### src/rtl/codec_cfg_ctrl.sv
// Codec power-up sequencer: waits for the codec, enters SPI mode with three latch
// pulses, then writes every ROM entry as a 32-bit SPI frame and raises port_en.
module codec_cfg_ctrl #(
  parameter int CLK_DIV     = 4,
  parameter int N_WORDS     = 16,
  parameter int ROM_AW      = 6,
  parameter int WAIT_CYCLES = 1024
) (
  input  logic              clk,
  input  logic              rst_n,
  input  logic              start,
  output logic [ROM_AW-1:0] rom_addr,
  input  logic [23:0]       rom_data,
  output logic              cclk,
  output logic              clatch_n,
  output logic              cdata,
  output logic              busy,
  output logic              done,
  output logic              port_en
);

  localparam int TW = (CLK_DIV > 1) ? $clog2(CLK_DIV) : 1;
  localparam int WW = (WAIT_CYCLES > 1) ? $clog2(WAIT_CYCLES) : 1;
  localparam logic [TW-1:0]     TICK_LAST = TW'(CLK_DIV - 1);
  localparam logic [WW-1:0]     WAIT_LAST = WW'(WAIT_CYCLES - 1);
  localparam logic [ROM_AW-1:0] LAST_WORD = ROM_AW'(N_WORDS - 1);

  typedef enum logic [3:0] {
    IDLE, PWR_WAIT, SPI_ENTER, FETCH, SETUP, SHIFT, HOLD, GAP, FIN
  } state_t;

  state_t            state_reg, state_next;
  logic [TW-1:0]     tick_cnt_reg, tick_cnt_next;
  logic [WW-1:0]     wait_cnt_reg, wait_cnt_next;
  logic [5:0]        phase_reg, phase_next;
  logic [ROM_AW-1:0] word_idx_reg, word_idx_next;
  logic [31:0]       shreg_reg, shreg_next;
  logic              fetch_wait_reg, fetch_wait_next;
  logic              cclk_reg, cclk_next;
  logic              clatch_n_reg, clatch_n_next;
  logic              cdata_reg, cdata_next;
  logic              busy_reg, busy_next;
  logic              done_reg, done_next;
  logic              timed;
  logic              tick;

  // Tick-timed states only; the counter is held at zero elsewhere so every
  // timed state begins on a full tick and frame timing is exact for any CLK_DIV.
  assign timed = (state_reg == SPI_ENTER) || (state_reg == SETUP) || (state_reg == SHIFT) ||
                 (state_reg == HOLD) || (state_reg == GAP);
  assign tick  = timed && (tick_cnt_reg == TICK_LAST);

  always_comb begin
    state_next      = state_reg;
    wait_cnt_next   = wait_cnt_reg;
    phase_next      = phase_reg;
    word_idx_next   = word_idx_reg;
    shreg_next      = shreg_reg;
    fetch_wait_next = fetch_wait_reg;
    busy_next       = busy_reg;
    done_next       = done_reg;
    tick_cnt_next   = (tick || !timed) ? '0 : tick_cnt_reg + TW'(1);

    case (state_reg)
      IDLE, FIN: begin
        state_next = IDLE;
        if (start) begin
          state_next    = PWR_WAIT;
          wait_cnt_next = '0;
          word_idx_next = '0;
          busy_next     = 1'b1;
          done_next     = 1'b0;
        end
      end
      PWR_WAIT: begin
        if (wait_cnt_reg == WAIT_LAST) begin
          state_next = SPI_ENTER;
          phase_next = '0;
        end else begin
          wait_cnt_next = wait_cnt_reg + WW'(1);
        end
      end
      SPI_ENTER: begin
        if (tick) begin
          if (phase_reg == 6'd5) begin
            state_next      = FETCH;
            fetch_wait_next = 1'b0;
          end else begin
            phase_next = phase_reg + 6'd1;
          end
        end
      end
      FETCH: begin
        // First cycle lets the synchronous ROM respond to the new address.
        if (!fetch_wait_reg) begin
          fetch_wait_next = 1'b1;
        end else begin
          shreg_next = {8'h00, rom_data};
          state_next = SETUP;
        end
      end
      SETUP: begin
        if (tick) begin
          state_next = SHIFT;
          phase_next = '0;
        end
      end
      SHIFT: begin
        if (tick) begin
          if (phase_reg == 6'd63) begin
            state_next = HOLD;
          end else begin
            phase_next = phase_reg + 6'd1;
            if (phase_reg[0]) shreg_next = {shreg_reg[30:0], 1'b0};
          end
        end
      end
      HOLD: begin
        if (tick) begin
          state_next = GAP;
          phase_next = '0;
        end
      end
      GAP: begin
        if (tick) begin
          if (phase_reg == 6'd1) begin
            if (word_idx_reg < LAST_WORD) begin
              word_idx_next   = word_idx_reg + ROM_AW'(1);
              fetch_wait_next = 1'b0;
              state_next      = FETCH;
            end else begin
              state_next = FIN;
              done_next  = 1'b1;
              busy_next  = 1'b0;
            end
          end else begin
            phase_next = phase_reg + 6'd1;
          end
        end
      end
      default: state_next = IDLE;
    endcase

    // Pin values are decoded from the next state and registered, so the pins are glitch-free.
    clatch_n_next = !(((state_next == SPI_ENTER) && !phase_next[0]) || (state_next == SETUP) ||
                      (state_next == SHIFT) || (state_next == HOLD));
    cclk_next     = (state_next == SHIFT) && phase_next[0];
    cdata_next    = ((state_next == SETUP) || (state_next == SHIFT)) ? shreg_next[31] : cdata_reg;
  end

  always_ff @(posedge clk or negedge rst_n) begin
    if (!rst_n) begin
      state_reg      <= IDLE;
      tick_cnt_reg   <= '0;
      wait_cnt_reg   <= '0;
      phase_reg      <= '0;
      word_idx_reg   <= '0;
      shreg_reg      <= '0;
      fetch_wait_reg <= 1'b0;
      cclk_reg       <= 1'b0;
      clatch_n_reg   <= 1'b1;
      cdata_reg      <= 1'b0;
      busy_reg       <= 1'b0;
      done_reg       <= 1'b0;
    end else begin
      state_reg      <= state_next;
      tick_cnt_reg   <= tick_cnt_next;
      wait_cnt_reg   <= wait_cnt_next;
      phase_reg      <= phase_next;
      word_idx_reg   <= word_idx_next;
      shreg_reg      <= shreg_next;
      fetch_wait_reg <= fetch_wait_next;
      cclk_reg       <= cclk_next;
      clatch_n_reg   <= clatch_n_next;
      cdata_reg      <= cdata_next;
      busy_reg       <= busy_next;
      done_reg       <= done_next;
    end
  end

  assign rom_addr = word_idx_reg;
  assign cclk     = cclk_reg;
  assign clatch_n = clatch_n_reg;
  assign cdata    = cdata_reg;
  assign busy     = busy_reg;
  assign done     = done_reg;
  assign port_en  = done_reg;

endmodule

### config.mk
export PLATFORM = sky130hd
export DESIGN_NAME = codec_cfg_ctrl
export DESIGN_NICKNAME = d
export VERILOG_FILES = /design/src/rtl/codec_cfg_ctrl.sv
export SDC_FILE = /design/constraint.sdc
export NUM_CORES = 1
export LEC_CHECK = 0
export BUFFER_PORTS_ARGS = -buffer_cell sky130_fd_sc_hd__buf_4
export CAP_MARGIN = 30
export CORE_MARGIN = 5
export CORE_UTILIZATION = 45
export CTS_BUF_LIST = sky130_fd_sc_hd__clkbuf_8
export DETAILED_ROUTE_END_ITERATION = 8
export PLACE_DENSITY = 0.72
export RECOVER_POWER = 50
export SLEW_MARGIN = 20
export SYNTH_ARGS = -nofsm -noshare
export SYNTH_HDL_FRONTEND = slang
export SYNTH_SLANG_ARGS = --single-unit
### constraint.sdc
create_clock -name clk -period 1.9 [get_ports clk]
set_input_delay 0.095 -clock clk [delete_from_list [all_inputs] [get_ports clk]]
set_output_delay 0.095 -clock clk [all_outputs]
set_load 0.005 [all_outputs]
* After elaboration in Yosys (flattened, before gate mapping)
Cells that the tools add are included.
Storage, ports and cells: ROM bits 0, logic and storage cells 133, bits in latches 0, memories 0, RAM bits 0, bits in registers 66, input bits 27, output and inout bits 12
Cells by class: divide/modulo/power cells 0, reduce and logical (&&, ||, !) cells 29, bitwise operators 0, add/subtract/negate cells 4, equality and inequality tests 33, multiplexer cells 52, order comparisons 1, $mul 0, shift operators 0
Operator list (count):
- $mux 32 | 4
- $mux 6 | 12
- $pmux 32 s2 | 1
- $mux 4 | 11
- $pmux 4 s8 | 1
- $pmux 6 s5 | 1
- $eq 4x3->1 const B | 7
- $ne 2x2->1 const B | 12
- $mux 10 | 2
- $pmux 10 s2 | 1
- $reduce_and 5->1 | 3
- $mux 1 | 14
- $add 6x1->6 const B | 2
- $eq 4x2->1 const B | 3
- $pmux 6 s2 | 1
- $add 10x1->10 const B | 1
- $eq 10x10->1 const B | 1
- $logic_or 1x1->1 | 9
- $reduce_and 9->1 | 1
- $ne 2x1->1 const B | 4
- $eq 6x1->1 const B | 1
- $eq 6x3->1 const B | 1
- $eq 6x6->1 const B | 1
- $lt 6x4->1 const B | 1
- other kinds (16) | 24

* Depth between registers and ports, before layout
depth after elaboration 14, depth in mapped cells 8, gate-level depth less buffers 7

* Worst setup path after synthesis
OpenSTA, ideal clock, no wires.
kind register to register, from register phase_reg[0], to register phase_reg[4], arrival 1898 ps, setup slack -124 ps, required time 1774 ps, clock period less this slack 2024 ps, library setup time 126 ps, buffers on the path 1, stages on the path, launching flop included 8, cells stage by stage dfrtp_1 > ha_1 > or4b_4 > a2111oi_4 > a221o_1 > buf_4 > nor3_1 > a221o_1
On the way: word-level cells in the longest chain between the ends 4, elaborated cells between the ends (all ways) 15, those cells by class 1 x add/sub; 6 x eq/ne; 7 x mux; 1 x reduce/logical
RTL lines:
- start, declared | line 35 | logic [5:0] phase_reg, phase_next;
- start signal, assigned | line 169 | phase_reg <= phase_next;
- $add 6x1->6 | line 89, 113, 137
- $mux 6 (on tied branches) | line 126, 110, 85
- $mux 6 (on tied branches) | line 125, 109, 84
- $pmux 6 s5 | line 64 | case (state_reg)
Parallel ways exist; a longest one is shown, timed or not. The select of a mux whose other input is x is not followed. A chain may end at the register's enable or synchronous reset.

* Final worst setup path
from register phase_reg[1], to register phase_reg[5]
Same word-level chain as after synthesis.

==> run_results.csv <==
group,metric,value,unit
sta,final-max-slew-violation-count,0,
floorplan,start_util,46.4,%
final_layout,area_overhead_of_the_layout_relative_to_synthesis,49.0,%
critical_path,r2r_slack,-220,ps
outcome,failing_checks,"setup timing",
logic_synthesis,cell_taking_the_most_area_after_synthesis,"dfrtp_1",
critical_path,timing.critical_path.slowest_stage_cell,"or4b_4",
final_layout,multi_input_comb_area,1780,sq um
place,detailedPlacementHpwl,5.59,mm
sta,fin_crit,2120,ps
floorplan,floorplan.core_area,7290,sq um
sta,unrepaired_setup_endpoints_after_global_routing,"yes",
final_layout,final_layout_size_suffix_gt1_share,37.7,%
routing,iteration_0_drc_count_of_the_detailed_router,195,
logic_synthesis,synth_compound_area_share,17.4,%
final_layout,antenna_cells,0,
critical_path,launching_point_of_the_worst_reg2reg_path,"phase_reg[1]",
critical_path,max_stage_delay,530,ps
sta,hold_violations,0,
floorplan,die_area,9350,sq um
worst_hold_path,timing.hold.worst.class,"in2reg",
routing,detail_route.wirelength,9.26,mm
floorplan,floorplan.io_pins,39,
sta,achievable-frequency,472,MHz
cts,root_buffer,"clkbuf_8",
final_layout,layout.cells.most_common,"buf_4",
logic_synthesis,syn_avg_cell_area,9.60,sq um
grt,track_usage,18.7,%
logic_synthesis,synth-warning-count,0,
pwr,p_leak,0.00221,uW
sta,setup_total_negative_slack,-3520,ps
sta,final-setup-viol-count,36,
critical_path,kind_of_critical_path,"reg2reg",
sta,finClkSkew,10.5,ps
critical_path,cp.buffers_inverters,2,
critical_path,start_kind,"flip-flop",
routing,drt-wirelength-per-cell,15.8,um
logic_synthesis,muxShareOfSynthArea,0.962,%
logic_synthesis,synth_fa_ha_area_share,1.85,%
logic_synthesis,synth_top_family_by_area,"simple AND/OR/NAND/NOR gates",
place,gpl.final_weighted_congestion,0.997,
logic_synthesis,leading_cell_types_by_total_area_after_synthesis,"dfrtp_1, nand2_1, a22oi_1",
logic_synthesis,synth-seq-area-share,48.9,%
sta,max_slew_margin_vs_limit,4.54,%
logic_synthesis,syn_inst,352,
routing,vias_per_cell,5.51,
critical_path,worstPathArrival,2340,ps
outcome,status,"finished, violations left",
logic_synthesis,synth_top_area_share,48.1,%
cts,clock_insertion_delay_worst_skew,340,ps
logic_synthesis,simple_logic_cell_fraction_of_the_synthesized_area,24.2,%
cts,cts_inserted_buffers,9,
worst_hold_path,worstHoldPathCells,3,
logic_synthesis,synth_ff_type,"dfrtp_1",
grt,grt_first_pass_wirelength,14.7,mm
critical_path,timing.critical_path.max_delay_family,"compound AO/OA/AOI/OAI gates",
logic_synthesis,postSynth.asyncResetShare,100,%
sta,finalCritPeriodShare,112,%
cts,tritoncts,"built",
cts,clock_path_buffers,2,
cts,cts_num_sinks,66,
logic_synthesis,syn-cell-area,3380,sq um
logic_synthesis,synthesized_area_fraction_occupied_by_xor_and_xnor_cells,2.33,%
final_layout,most-common-layout-cells,"buf_4, nand2_1, dfrtp_1",
worst_hold_path,worst_hold_endpoint,"rom_addr[4]",
critical_path,worst-r2r-cell-count,8,
final_layout,n_fill_cell,547,
final_layout,largest_register_ff_count,32,
cts,clk_transition_reported_paths,70,ps
cts,cts_htree_levels,3,
critical_path,worstReg2RegEnd,"phase_reg[5]",
routing,drc,0,
critical_path,worst_ep_required_time,2120,ps
pwr,worst_ir_drop_on_vdd,0.386,mV
final_layout,final-seq-area,1650,sq um
place,buffer_ports.inserted,38,
floorplan,fp.dieW,96.7,um
grt,antenna_found_initial,0,
critical_path,worstPathMaxFanout,5,
grt,largest_net_degree_at_the_start_of_global_routing,67,
floorplan,chipHeight,96.7,um
pwr,power,3320,uW
routing,via_count_of_the_routed_design,3226,
logic_synthesis,synth-edff-count,0,
logic_synthesis,synth_seq_cells,66,
sta,post-route-worst-setup-slack,-220,ps
final_layout,fin_nets,513,
routing,drt_first_pass_iters,4,
logic_synthesis,yosys.cell_types.count,62,
floorplan,placementRows,31,
worst_hold_path,min_from,"start",
routing,route.antenna.remaining_nets,0,
critical_path,critical_path.cell_chain,"inv_1, ha_2, or4b_4, a2111oi_4, a221o_1, buf_4, o21ai_1, a22o_2",
critical_path,worst-path-stages,8,
grt,overflow,0,
pwr,power.density,659,nW/um^2
logic_synthesis,mappedNetlistNets,384,
sta,worst_slew_pin_slew,1430,ps
job,max_cap_violations,0,
grt,vias_in_the_first_global_route,3228,
critical_path,crit_path_end_kind,"flip-flop",
[routing by layer]
layer / track usage, % / vias to the layer above / part of all wire [%]
met5: 0 / - / 0
met3: 4.10 / 20 / 3.5
met4: 7.45 / 0 / 1.8
met2: 32.0 / 80 / 53
met1: 22.8 / 1604 / 42
li1: - / 1522 / -
[layout make-up]
cell class	count	share of cell area [%]
tap	99	2.46
sequential	66	32.8
clock buffer	9	2.46
clock inverter	7	1.24
multi-input combinational	257	35.4
timing repair buffer	136	24.8
inverter	11	0.820
[Yosys cell counts (all sizes together) (3+ instances only)]
master	n
buf	11
nor4	3
or4b	3
nand4	7
a211oi	3
nor4b	5
inv	11
nor2	20
ha	5
o31ai	3
o21ai	23
and3	3
and2b	3
and2	4
nand2	79
xnor2	7
a311oi	3
clkbuf	7
a21oi	6
nor2b	4
a31oi	6
nand3	11
dfrtp	65
nor3	5
a22oi	24
[how the worst max path moves through the flow]
stage / from / end / slack, ps
finish: phase_reg[1] / phase_reg[5] / -220
global route: phase_reg[1] / phase_reg[5] / -280
CTS: phase_reg[1] / phase_reg[5] / -180
detailed placement: phase_reg[1] / phase_reg[4] / -230
global placement: phase_reg[1] / phase_reg[4] / -170
floorplan: phase_reg[0] / phase_reg[4] / -120
[metrics by stage]
stage,utilization [%],hold slack (ps),area (sq um),setup slack [ps],cells
floorplan,-,-201,3380,-124,352
CTS,63.5,271,4630,-179,569
global placement,56.1,259,4090,-170,524
global route,69.1,277,5040,-279,585
detailed placement,56.1,259,4090,-230,524
finish,69.1,282,5040,-220,585
[repair_timing]
action / in CTS / in global routing
pin swaps: 8 / 8
endpoints found under the hold margin: 89 / 0
buffers inserted: 4 / 11
gates cloned: 0 / 6
gates resized for setup: 21 / 52
hold buffers: 25 / 0
setup endpoints to repair: 22 / 54
[tightest hold or removal path: cells and delay by family]
family / cells / cell delay (ps)
AND/OR/NAND/NOR: 2 / 370
buffers and inverters: 1 / 120
[kinds of logic after synthesis]
logic type,after synthesis
AO/OA/AOI/OAI,82
XOR/XNOR,9
adder cells (fa/ha/maj),5
buffers and inverters,29
flip-flops,66
multiplexers,3
AND/OR/NAND/NOR,158
[report_power, final]
group          switching, uW  internal, uW
sequential              69.7          1490
combinational            299           332
clock                    535           591
Note: power is estimated with default switching activity, not from simulation.
